$ cat config.mk
export PLATFORM = sky130hd
export DESIGN_NAME = muldiv_unit
export DESIGN_NICKNAME = d
export VERILOG_FILES = /design/src/rtl/muldiv_pkg.sv /design/src/rtl/muldiv_unit_cond_negate.sv /design/src/rtl/muldiv_unit.sv
export SDC_FILE = /design/constraint.sdc
export NUM_CORES = 1
export LEC_CHECK = 0
export CORE_MARGIN = 10
export CORE_UTILIZATION = 23
export CTS_BUF_LIST = sky130_fd_sc_hd__clkbuf_8
export CTS_CLUSTER_DIAMETER = 100
export DETAILED_ROUTE_END_ITERATION = 10
export GPL_TIMING_DRIVEN = 0
export HOLD_SLACK_MARGIN = 0.03
export PLACE_DENSITY = 0.42
export SETUP_SLACK_MARGIN = 0.2
export SLEW_MARGIN = 20
export SYNTH_ARGS = -nofsm -noshare
export SYNTH_HDL_FRONTEND = slang
export SYNTH_HIERARCHICAL = 1
export SYNTH_SLANG_ARGS = --single-unit
$ cat constraint.sdc
create_clock -name clk -period 3.6 [get_ports clk]
set_input_delay 0.72 -clock clk [delete_from_list [all_inputs] [get_ports clk]]
set_output_delay 0.72 -clock clk [all_outputs]
set_load 0.1 [all_outputs]
$ cat src/rtl/muldiv_pkg.sv
// Shared encodings for the iterative multiply/divide unit.
// Imported by the unit and its helper blocks.
package muldiv_pkg;

   localparam int DEF_WIDTH = 32;
   localparam int DEF_CNT_W = 6;

   typedef enum logic [1:0] {
      OP_MULT  = 2'b00,
      OP_MULTU = 2'b01,
      OP_DIV   = 2'b10,
      OP_DIVU  = 2'b11
   } op_e;

   typedef enum logic [1:0] {
      S_IDLE = 2'b00,
      S_RUN  = 2'b01,
      S_FIX  = 2'b10
   } state_e;

endpackage

$ cat src/rtl/muldiv_unit_cond_negate.sv
// Conditional two's-complement negate, used for operand
// magnitudes and result sign correction.
module cond_negate #(
   parameter int WIDTH = 32
) (
   input  logic             neg,
   input  logic [WIDTH-1:0] din,
   output logic [WIDTH-1:0] dout
);

   assign dout = neg ? (~din + WIDTH'(1)) : din;

endmodule

$ cat src/rtl/muldiv_unit.sv
// Iterative MULT/MULTU/DIV/DIVU unit owning HI/LO.
// One radix-2 step per cycle on magnitudes, sign fixed at the end.
module muldiv_unit
   import muldiv_pkg::*;
#(
   parameter int WIDTH = DEF_WIDTH,
   parameter int CNT_W = DEF_CNT_W
) (
   input  logic             clk,
   input  logic             rst,
   input  logic             start,
   input  logic [1:0]       op,
   input  logic [WIDTH-1:0] a,
   input  logic [WIDTH-1:0] b,
   input  logic             flush,
   input  logic             mthi,
   input  logic             mtlo,
   input  logic [WIDTH-1:0] hi_wdata,
   input  logic [WIDTH-1:0] lo_wdata,
   output logic             busy,
   output logic             done,
   output logic             div_by_zero,
   output logic [WIDTH-1:0] hi,
   output logic [WIDTH-1:0] lo
);

   state_e           state_q, state_d;
   logic [CNT_W-1:0] cnt_q, cnt_d;
   logic [WIDTH-1:0] acc_q, acc_d;
   logic [WIDTH-1:0] quo_q, quo_d;
   logic [WIDTH-1:0] bm_q, bm_d;
   logic             sa_q, sa_d;
   logic             sb_q, sb_d;
   logic             div_q, div_d;
   logic             dz_q, dz_d;
   logic [WIDTH-1:0] hi_q, hi_d;
   logic [WIDTH-1:0] lo_q, lo_d;
   logic             done_q, done_d;
   logic             dzo_q, dzo_d;

   logic             st_signed;
   logic             st_div;
   logic             st_sa;
   logic             st_sb;
   logic [WIDTH-1:0] a_mag;
   logic [WIDTH-1:0] b_mag;

   assign st_signed = (op == OP_MULT) || (op == OP_DIV);
   assign st_div    = (op == OP_DIV) || (op == OP_DIVU);
   assign st_sa     = st_signed & a[WIDTH-1];
   assign st_sb     = st_signed & b[WIDTH-1];

   cond_negate #(.WIDTH(WIDTH)) u_mag_a (
      .neg  (st_sa),
      .din  (a),
      .dout (a_mag)
   );

   cond_negate #(.WIDTH(WIDTH)) u_mag_b (
      .neg  (st_sb),
      .din  (b),
      .dout (b_mag)
   );

   // multiply: {acc,quo} shifts right, multiplier bits leave quo[0]
   logic [WIDTH:0]   mul_sum;
   assign mul_sum = {1'b0, acc_q} + (quo_q[0] ? {1'b0, bm_q} : '0);

   // restoring divide: {acc,quo} shifts left, quotient bits enter quo[0]
   logic [WIDTH:0]   rem_sh;
   logic [WIDTH:0]   trial;
   assign rem_sh = {acc_q, quo_q[WIDTH-1]};
   assign trial  = rem_sh - {1'b0, bm_q};

   logic [2*WIDTH-1:0] prod_fix;
   logic [WIDTH-1:0]   quo_fix;
   logic [WIDTH-1:0]   rem_fix;

   cond_negate #(.WIDTH(2*WIDTH)) u_fix_prod (
      .neg  (sa_q ^ sb_q),
      .din  ({acc_q, quo_q}),
      .dout (prod_fix)
   );

   cond_negate #(.WIDTH(WIDTH)) u_fix_quo (
      .neg  ((sa_q ^ sb_q) & ~dz_q),
      .din  (quo_q),
      .dout (quo_fix)
   );

   cond_negate #(.WIDTH(WIDTH)) u_fix_rem (
      .neg  (sa_q),
      .din  (acc_q),
      .dout (rem_fix)
   );

   always_comb begin
      state_d = state_q;
      cnt_d   = cnt_q;
      acc_d   = acc_q;
      quo_d   = quo_q;
      bm_d    = bm_q;
      sa_d    = sa_q;
      sb_d    = sb_q;
      div_d   = div_q;
      dz_d    = dz_q;
      hi_d    = hi_q;
      lo_d    = lo_q;
      done_d  = 1'b0;
      dzo_d   = dzo_q;
      unique case (state_q)
         S_IDLE: begin
            if (mthi) hi_d = hi_wdata;
            if (mtlo) lo_d = lo_wdata;
            if (start && !flush) begin
               state_d = S_RUN;
               cnt_d   = '0;
               acc_d   = '0;
               quo_d   = a_mag;
               bm_d    = b_mag;
               sa_d    = st_sa;
               sb_d    = st_sb;
               div_d   = st_div;
               dz_d    = st_div && (b == '0);
            end
         end
         S_RUN: begin
            if (flush) begin
               state_d = S_IDLE;
            end else begin
               if (div_q) begin
                  if (!trial[WIDTH]) begin
                     acc_d = trial[WIDTH-1:0];
                     quo_d = {quo_q[WIDTH-2:0], 1'b1};
                  end else begin
                     acc_d = rem_sh[WIDTH-1:0];
                     quo_d = {quo_q[WIDTH-2:0], 1'b0};
                  end
               end else begin
                  acc_d = mul_sum[WIDTH:1];
                  quo_d = {mul_sum[0], quo_q[WIDTH-1:1]};
               end
               cnt_d = cnt_q + CNT_W'(1);
               if (cnt_q == CNT_W'(WIDTH-1)) state_d = S_FIX;
            end
         end
         S_FIX: begin
            state_d = S_IDLE;
            if (!flush) begin
               done_d = 1'b1;
               dzo_d  = dz_q;
               if (div_q) begin
                  hi_d = rem_fix;
                  lo_d = dz_q ? '1 : quo_fix;
               end else begin
                  hi_d = prod_fix[2*WIDTH-1:WIDTH];
                  lo_d = prod_fix[WIDTH-1:0];
               end
            end
         end
         default: state_d = S_IDLE;
      endcase
   end

   always_ff @(posedge clk) begin
      if (!rst) begin
         state_q <= S_IDLE;
         cnt_q   <= '0;
         acc_q   <= '0;
         quo_q   <= '0;
         bm_q    <= '0;
         sa_q    <= 1'b0;
         sb_q    <= 1'b0;
         div_q   <= 1'b0;
         dz_q    <= 1'b0;
         hi_q    <= '0;
         lo_q    <= '0;
         done_q  <= 1'b0;
         dzo_q   <= 1'b0;
      end else begin
         state_q <= state_d;
         cnt_q   <= cnt_d;
         acc_q   <= acc_d;
         quo_q   <= quo_d;
         bm_q    <= bm_d;
         sa_q    <= sa_d;
         sb_q    <= sb_d;
         div_q   <= div_d;
         dz_q    <= dz_d;
         hi_q    <= hi_d;
         lo_q    <= lo_d;
         done_q  <= done_d;
         dzo_q   <= dzo_d;
      end
   end

   assign busy        = (state_q != S_IDLE);
   assign done        = done_q;
   assign div_by_zero = dzo_q;
   assign hi          = hi_q;
   assign lo          = lo_q;

endmodule

==> impl_metrics.toml <==
[timing]
fin_crit_ns = 3.39
hold_slack_ns = 0.471
max_freq_mhz = 295
worst_pin_slew_ns = 1.10
drv_slew = 0
clock_skew_ns = 0.0230
rsz0062_at_grt = "yes"
max_slew_margin_pct = 26.1
finalSetupTns_ns = 0
finalHoldViolations = 0
setup_violations = 0
post-route-period-util_pct = 94.1

[critical_path]
crit_buf_inv = 1
arrival_ns = 3.87
cp-end-kind = "flip-flop"
critPathKind = "reg -> reg"
worst_path_max_delay_cell = "dfxtp_1"
cp_top_family = "XOR/XNOR gates"
reg2regPathDepth = 8
startpoint_type = "flip-flop"
rr_endpoint = "lo[30]$_SDFFE_PN0P_"
worstReg2RegStart = "sa_q$_SDFFE_PN0P_"
path_cells = "xor2_1 -> nor2b_1 -> buf_1 -> o41ai_1 -> xnor2_1 -> o221ai_1 -> nand3_1 -> o211a_1"
max_stage_delay_ns = 0.68
required_ns = 4.09
r2r_slack_ns = 0.21
crit_fanout = 10

[cts]
cts.sinks = 174
cts_tree = "done"
cts_htree_levels = 4
cts_made_buffers = 17
clk_pin_slew_ns = 0.11
cts_root_buffer = "clkbuf_8"
clock_path_buffers = 2
clock_latency_ns = 0.59

[place]
dp_hpwl_um = 57600
gp_congestion = 0.875
port_buffers = 201

[cells_and_area]
fillCellCount = 8022
syn_to_final_growth_pct = 25.0
utilization_pct = 29.1
layout_commonest_cell = "nand2_1"
drive_gt1_share_pct = 10.0
final_cell_mix = "nand2_1, xnor2_1, clkdlybuf4s50_1"
finalNetCount = 2645

[pwr]
vdd_drop_max_mv = 0.300
p_leak_nw = 7.74
powerDensity_nw_per_um2 = 287
total_power_w = 0.00612

[routing]
dr_wl_met3_um = 3900
drt_wl_total_um = 72500
highest-signal-layer = "met4"
drc_errors = 0
vias = 17700
wl_per_cell_um = 21.2
drt_iter0_drc = 1345
viasPerCell = 5.20
firstDrtPassIters = 6
drt-met1-wl_um = 35100
wl_met2_um = 31800
ant_nets = 0

[floorplanning]
die_h_um = 293
io_pins = 203
num_rows = 99
die_w_um = 293
start_util_pct = 23.3
core_um2 = 73300
die_area_um2 = 85600

[logic_synthesis]
async_flop_share_pct = 0
syn_area_um2 = 17100
synth_warnings = 6
synth-main-ff-cell = "dfxtp_1"
synth.distinct_cells = 86
synth_edf_count = 0
synthesis.nets = 2395
syn_avg_cell_area_um2 = 7.82
synth_seq_cells = 174
yosysSeqAreaShare_pct = 20.4
syn_inst = 2187

[run_status]
outcome = "finished clean"

[global_route]
grt_max_degree = 18
overflow = 0
grt_pass1_wl_um = 109000
antenna_found_initial = 5
grt_pass1_vias = 17300
grt_usage_pct = 16.3

[hold_path]
hp-class = "reg -> reg"
worstHoldEndpoint = "hi[14]$_SDFFE_PN0P_"
whs_path_depth = 2
min_from = "hi[14]$_SDFFE_PN0P_"

[job]
drv_cap = 0
sequential cells by signal (all words and copies together) (netlist names):
register	cells
done	1
sb_q	1
sa_q	1
div_by_zero	1
quo_q	32
lo	32
dz_q	1
bm_q	32
acc_q	32
div_q	1
cnt_q	6
state_q	2
hi	32
synthesized netlist by cell type (all sizes together) (10+ instances only):
| library cell | count | area [µm²] |
|---|---|---|
| o31ai | 62 | 495 |
| a21boi | 103 | 773 |
| and2 | 35 | 219 |
| a22oi | 16 | 120 |
| buf | 30 | 161 |
| nor2 | 76 | 288 |
| nor3 | 23 | 131 |
| a21o | 38 | 285 |
| nor4 | 38 | 499 |
| o21ai | 109 | 546 |
| xnor2 | 212 | 1880 |
| o211a | 35 | 350 |
| o221ai | 36 | 315 |
| o21bai | 10 | 86.3 |
| a31oi | 10 | 68.8 |
| nand2 | 359 | 1350 |
| a21oi | 81 | 409 |
| mux2i | 67 | 671 |
| ha | 70 | 876 |
| nor2b | 16 | 100 |
| o211ai | 79 | 593 |
| or3 | 18 | 124 |
| inv | 64 | 240 |
| nand3 | 64 | 348 |
| xor2 | 28 | 245 |
| or2 | 12 | 75.1 |
| dfxtp | 174 | 3480 |
| or4 | 16 | 144 |
| nand2b | 29 | 181 |
| o41ai | 51 | 616 |
| nand4 | 28 | 196 |
| clkbuf | 110 | 413 |
routing by layer:
metal	track usage (%)	up-vias
met5	0	-
met4	5.39	0
met3	2.65	72
met2	25.3	540
met1	22.7	8584
li1	-	8547
through the flow:
step	area (µm²)	setup slack, ns	std cells
finish	21400	0.213	3414
CTS	21100	0.159	3395
floorplan	17100	0.234	2187
global placement	20300	-1.87	3347
global route	21400	0.0592	3413
detailed placement	20300	-1.86	3347
layout make-up:
class / count / area, µm² / share of cell area, %
Timing Repair Buffer: 231 / 2240 / 10.5
Inverter: 64 / 240 / 1.12
Sequential cell: 174 / 3550 / 16.6
Clock buffer: 18 / 248 / 1.16
Tap cell: 959 / 1200 / 5.61
Multi-Input combinational cell: 1809 / 13100 / 61.4
Buffer: 140 / 601 / 2.81
Antenna cell: 5 / 12.5 / 0.0585
Clock inverter: 14 / 171 / 0.802
worst min-delay path, delay by kind of cell, from the launching register on:
family             cells  cell delay [ns]
AOI/OAI and AO/OA      1             0.06
DFF                    1             0.32
and+or+nand+nor        1             0.05
cells by family after synthesis:
group	count (synthesis)	share of synthesized area, %
and+or+nand+nor	745	23.1
AOI/OAI and AO/OA	683	30.0
xor gates and xnor gates	240	12.4
buffers and inverters	204	4.76
DFF	174	20.4
adders and majority gates	72	5.36
muxes	69	4.05
worst max-delay path by stage:
stage	startpoint	end	slack [ns]	cells after the start
after detailed placement	quo_q[0]$_SDFFE_PN0P_	acc_q[29]$_SDFFE_PN0P_	-1.86	15
after global placement	quo_q[0]$_SDFFE_PN0P_	acc_q[29]$_SDFFE_PN0P_	-1.87	15
after global routing	quo_q[0]$_SDFFE_PN0P_	acc_q[29]$_SDFFE_PN0P_	0.06	16
after CTS	quo_q[0]$_SDFFE_PN0P_	acc_q[29]$_SDFFE_PN0P_	0.16	16
after floorplan	quo_q[0]$_SDFFE_PN0P_	acc_q[29]$_SDFFE_PN0P_	0.23	15
final	sa_q$_SDFFE_PN0P_	lo[30]$_SDFFE_PN0P_	0.21	8
where the power goes:
group / internal (W) / switching [W]
clock: 0.000664 / 0.000934
combinational: 0.000855 / 0.00147
sequential: 0.00202 / 0.000179
total: 0.00354 / 0.00259
what timing repair did:
action	in CTS	in global routing
gates resized for setup	59	59
endpoints found under the hold margin	0	0
pin swaps	16	27
setup endpoints to repair	33	38
hold buffers	0	0
buffers inserted	16	14
(Power assumes the default switching activity.)
==> RTL edit 1 (same settings) <==
`bm_q` no longer has a reset.
--- a/src/rtl/muldiv_unit.sv
+++ b/src/rtl/muldiv_unit.sv
@@ -168,7 +168,6 @@
          cnt_q   <= '0;
          acc_q   <= '0;
          quo_q   <= '0;
-         bm_q    <= '0;
          sa_q    <= 1'b0;
          sb_q    <= 1'b0;
          div_q   <= 1'b0;
@@ -182,7 +181,6 @@
          cnt_q   <= cnt_d;
          acc_q   <= acc_d;
          quo_q   <= quo_d;
-         bm_q    <= bm_d;
          sa_q    <= sa_d;
          sb_q    <= sb_d;
          div_q   <= div_d;
@@ -194,6 +192,10 @@
       end
    end
 
+   always_ff @(posedge clk) begin
+      bm_q <= bm_d;
+   end
+
    assign busy        = (state_q != S_IDLE);
    assign done        = done_q;
    assign div_by_zero = dzo_q;
Check against the original RTL: same outputs for any inputs over 4 cycles, from zero or initial values and one cycle with rst low; that may be too few to reach the edited logic, so the function may still have changed.
==> RTL edit 1 against the unedited design <==
Synthesized cell count down 5.8%. Wire length down 4.2%. Area after synthesis down 1.5%. Sequential cell count unchanged. Setup slack better by 65 ps. Final area down 1.9%. Total power up 0.31%.
==> RTL edit 1: results (changes against the unedited design) <==
| Parameter | Reported | Unit | Delta |
|---|---|---|---|
| Outcome | finished clean | - | unchanged |
| Detailed-route wire length | 69450 | um | was 72500 um |
| Met1 Use GR | 20.84 | % | was 22.72% |
| Sequential cell area fraction in the yosys report | 22.58 | % | was 20.37% |
| Maximum number of pins on one net before global-route repair | 38 | - | was 18 |
| Largest cells by area after synthesis | dfxtp_1 (17%), xnor2_1 (11%), nand2_1 (6.8%) | - | was dfxtp_1 (20%), xnor2_1 (11%), nand2_1 (7.9%) |
| Gate Count Post-Synth | 2060 | - | was 2187 |
| Routability congestion estimate from global placement | 0.8973 | - | was 0.8754 |
| EDFF count, synth | 32 | - | was 0 |
| Met3 global-route usage | 2.734 | % | was 2.648% |
| Net switching component of the power | 0.002407 | W | was 0.002588 W |
| Crit path DAT | 3780 | ps | was 3870 ps |
| Via count of the first global-routing pass | 16110 | - | was 17320 |
| Startpoint of the lowest-slack register-to-register path | quo_q[31]$_SDFFE_PN0P_ | - | was sa_q$_SDFFE_PN0P_ |
| Share of final-layout standard cells stronger than drive strength 1 | 9.740 | % | was 10.04% |
| Nets@finish | 2506 | - | was 2645 |
| Worst skew pair latency | 570 | ps | was 590 ps |
| Worst-case hold path end point | hi[28]$_SDFFE_PN0P_ | - | was hi[14]$_SDFFE_PN0P_ |
| Average wire length per cell after detail routing | 21.24 | um | was 21.23 um |
| Number of vias per cell | 5.153 | - | was 5.197 |
| Initial antenna violation count | 1 | - | was 5 |
| Start point of the worst min-delay path | hi[28]$_SDFFE_PN0P_ | - | was hi[14]$_SDFFE_PN0P_ |
| Worst Clk Skew | 21.88 | ps | was 22.98 ps |
| Destination of the worst register-to-register timing path | acc_q[30]$_SDFFE_PN0P_ | - | was lo[30]$_SDFFE_PN0P_ |
| Unique masters post-synth | 96 | - | was 86 |
| Highest net fanout along the worst path | 4 | - | was 10 |
| Total instance count after detailed placement | 3221 | - | was 3347 |
| Gr usage total | 15.60 | % | was 16.35% |
| Post-DP HPWL | 55790 | um | was 57590 um |
| Port buffer count | 202 | - | was 201 |
| GR Layer Usage met2 | 25.51 | % | was 25.27% |
| Post-place instance area | 20070 | um2 | was 20310 um2 |
RTL edit 1: logic make-up after synthesis:
logic type / after synthesis / synth area share, %
fa+ha+maj: 72 / 5.438
buf+inv: 175 / 4.130
mux: 66 / 3.937
flops: 174 / 22.58
xor+xnor: 239 / 12.52
simple gates: 696 / 22.54
compound gates: 638 / 28.86
RTL edit 1: per-layer routing:
metal | part of all wire (%) | vias up
li1 | - | 8125
met1 | 47 | 8208
met2 | 46 | 448
met3 | 4.4 | 69
met4 | 1.9 | 0
met5 | 0 | -
RTL edit 1: worst max path at each step:
stage | end | slack [ps] | cells after the start
2_1_floorplan | acc_q[29]$_SDFFE_PN0P_ | 270 | 9
3_3_place_gp | acc_q[29]$_SDFFE_PN0P_ | -960 | 9
3_5_place_dp | acc_q[31]$_SDFFE_PN0P_ | -920 | 15
4_1_cts | acc_q[31]$_SDFFE_PN0P_ | 150 | 15
5_1_grt | acc_q[30]$_SDFFE_PN0P_ | 190 | 13
6_report | acc_q[30]$_SDFFE_PN0P_ | 280 | 13
RTL edit 1: area by class of cell:
| cell class | instances | area (um2) |
|---|---|---|
| fillers | 7857 | 51860 |
| multi-input cells | 1711 | 12570 |
| flip-flops and latches | 174 | 3846 |
| repair buffers | 219 | 2162 |
| well taps | 959 | 1200 |
| plain buffers | 118 | 515.5 |
| clock buffers | 20 | 275.3 |
| inverters | 57 | 216.5 |
| clock inverters | 11 | 187.7 |
| diodes | 1 | 2.502 |
RTL edit 1: power by group through the flow:
stage          Sequential, W  Clock [W]  Combinational, W
5_1_grt              0.00228    0.00183           0.00230
3_3_place_gp         0.00232          0           0.00210
3_5_place_dp         0.00232          0           0.00210
2_1_floorplan        0.00261          0           0.00107
6_report             0.00227    0.00172           0.00216
4_1_cts              0.00227    0.00178           0.00214
RTL edit 1: worst max-delay path, cell delays in order (launching register included):
cell and delay (ps):
dfxtp_4 350, inv_1 170, ha_2 250, fa_1 180
and2b_2 260, o211ai_4 260, a2111oi_4 130, o21a_2 280
a2111oi_4 420, o31ai_4 130, a21o_1 200, a21oi_1 220
xor2_2 290, o31ai_2 80
RTL edit 1: stage by stage:
stage	worst slack [ps]	hold slack [ps]	TNS (ps)	power (W)
detailed placement	-916.1	460.2	-36620	0.004427
global placement	-962.8	456.1	-50200	0.004416
finish	278.4	469.3	0	0.006144
global route	187.4	492.4	0	0.006420
floorplan	268.5	436.9	0	0.003678
CTS	154.3	474.3	0	0.006181
RTL edit 1: timing repair:
item	in CTS	in global routing
buffers inserted	7	10
endpoints found under the setup margin	63	56
pin swaps	8	18
gates cloned	0	0
gates resized for setup	32	62
==> RTL edit 2 (config.mk and constraints unchanged) <==
Without the edit above. Change the package constant `DEF_CNT_W` from 6 to 8.
--- a/src/rtl/muldiv_pkg.sv
+++ b/src/rtl/muldiv_pkg.sv
@@ -3,7 +3,7 @@
 package muldiv_pkg;
 
    localparam int DEF_WIDTH = 32;
-   localparam int DEF_CNT_W = 6;
+   localparam int DEF_CNT_W = 8;
 
    typedef enum logic [1:0] {
       OP_MULT  = 2'b00,
Check against the original RTL: no difference found for any inputs over 4 cycles, from zero or initial values and one cycle with rst low; that may be too few to reach the edited logic, so the function may still have changed.
==> RTL edit 2 against the unedited design <==
Sequential cell count grew 2. Final area grew 0.40%. Setup slack gained 77 ps. First-iteration DRC count shrank 5.3%. Area after synthesis grew 0.93%. Wire length grew 2.2%. Count of clock-buffer cells in the layout shrank 1. Largest cell class unchanged. Non-clock buffer count shrank 4. Core utilization shrank 0.32 points. Total power grew 1.0%. Highest routed layer is now met5. Critical endpoint is now acc_q[29]$_SDFFE_PN0P_. Die area grew 0.87%. Global-route usage grew 0.29 points.
==> RTL edit 2: results (changes against the unedited design) <==
| Parameter | Reported | Unit | Delta |
|---|---|---|---|
| Worst-case headroom to the max-slew limit | 27.53 | % | was 26.13% |
| Unique masters post-synth | 91 | - | was 86 |
| Power per cell area | 288.3 | nW/um2 | was 286.6 nW/um2 |
| Nets@finish | 2685 | - | was 2645 |
| Maximum number of pins on one net before global-route repair | 20 | - | was 18 |
| Launch point of the critical path | quo_q[0]$_SDFFE_PN0P_ | - | was sa_q$_SDFFE_PN0P_ |
| Share of final-layout standard cells stronger than drive strength 1 | 9.639 | % | was 10.04% |
| VDD IR max | 288.4 | uV | was 299.6 uV |
| Worst-case hold path end point | hi[23]$_SDFFE_PN0P_ | - | was hi[14]$_SDFFE_PN0P_ |
| Worst Clk Skew | 24.84 | ps | was 22.98 ps |
| Sequential cell area fraction in the yosys report | 20.42 | % | was 20.37% |
| Outcome | finished clean | - | unchanged |
| Last element of the critical path | acc_q[29]$_SDFFE_PN0P_ | - | was lo[30]$_SDFFE_PN0P_ |
| Destination of the worst register-to-register timing path | acc_q[29]$_SDFFE_PN0P_ | - | was lo[30]$_SDFFE_PN0P_ |
| Pre-CTS WS | -1633 | ps | was -1863 ps |
| Gr usage total | 16.64 | % | was 16.35% |
| Initial antenna violation count | 4 | - | was 5 |
| Global-route wire length before repair | 111900 | um | was 108900 um |
| Largest cells by area after synthesis | dfxtp_1 (20%), xnor2_1 (11%), nand2_1 (6.6%) | - | was dfxtp_1 (20%), xnor2_1 (11%), nand2_1 (7.9%) |
| Commonest cells in the synthesized netlist | nand2_1 (305), xnor2_1 (208), dfxtp_1 (176) | - | was nand2_1 (359), xnor2_1 (211), dfxtp_1 (174) |
| Post-DP HPWL | 60060 | um | was 57590 um |
| Detailed-router iteration count before antenna repair | 7 | - | was 6 |
| Register-to-register setup slack | 290 | ps | was 210 ps |
| Start point of the worst min-delay path | hi[23]$_SDFFE_PN0P_ | - | was hi[14]$_SDFFE_PN0P_ |
| Net switching fraction of the power | 43.29 | % | was 42.25% |
| Number of cell instances on the worst register-to-register path | 15 | - | was 8 |
| Post-synthesis average cell area | 7.717 | um2 | was 7.817 um2 |
| Routability congestion estimate from global placement | 0.9099 | - | was 0.8754 |
| Average wire length per cell after detail routing | 21.41 | um | was 21.23 um |
| Total instance count after detailed placement | 3406 | - | was 3347 |
| Part of the cycle the worst path needs | 91.93 | % | was 94.08% |
| Power share of the clock group | 25.4 | % | was 26.1% |
| Post-place instance area | 20480 | um2 | was 20310 um2 |
| Static Leakage | 7.438 | nW | was 7.736 nW |
## RTL edit 2: cell count changes after synthesis, sizes merged, moves of 12 or more
cell / before / now
a211oi: 9 / 41
a21boi: 103 / 16
a21o: 38 / 26
a21oi: 81 / 161
a311oi: 2 / 35
mux2i: 67 / 84
nand2: 359 / 305
nand3: 64 / 41
nor2: 76 / 124
nor2b: 16 / 49
o211a: 35 / 2
o211ai: 79 / 41
## RTL edit 2: area by class of cell
type                       count  area, um2
antenna                        3      7.507
buffer                       145      645.6
clock buffer                  17      234.0
clock inverter                15      188.9
fill                        8108      52990
inverter                      63      236.5
multi-input combinational   1852      13150
sequential                   176       3588
tap                          969       1212
timing repair buffer         222       2188
## RTL edit 2: metal layers
layer	track usage [%]	wire, um	vias to the layer above
li1	-	-	8713
met1	22.73	34790	8664
met2	27.16	34200	530
met3	2.270	4089	57
met4	4.103	1013	2
met5	0	13	-
## RTL edit 2: logic make-up after synthesis
kind of cell | share of synthesized area (%)
DFF | 20.42
adders and majority gates | 5.308
buffers and inverters | 4.931
AOI/OAI and AO/OA | 27.42
muxes | 5.069
xor gates and xnor gates | 12.09
and+or+nand+nor | 24.76
## RTL edit 2: repair_timing
item | 4_1_cts | 5_1_grt
pin swaps | 11 | 8
buffers inserted | 15 | 6
setup endpoints to repair | 34 | 69
hold buffers | 0 | 0
gates resized for setup | 60 | 62
## RTL edit 2: critical path, cell delays in order (launching register included)
cell      delay [ps]
dfxtp_4          400
clkbuf_8         190
and2_1           130
ha_1             180
inv_1             60
fa_1             390
nand2b_4         180
a21oi_4          180
o21ai_4          100
a21oi_2          170
buf_6            160
a21oi_4          100
o41ai_4          340
xnor2_1          180
o21ai_0           90
or3_1            330
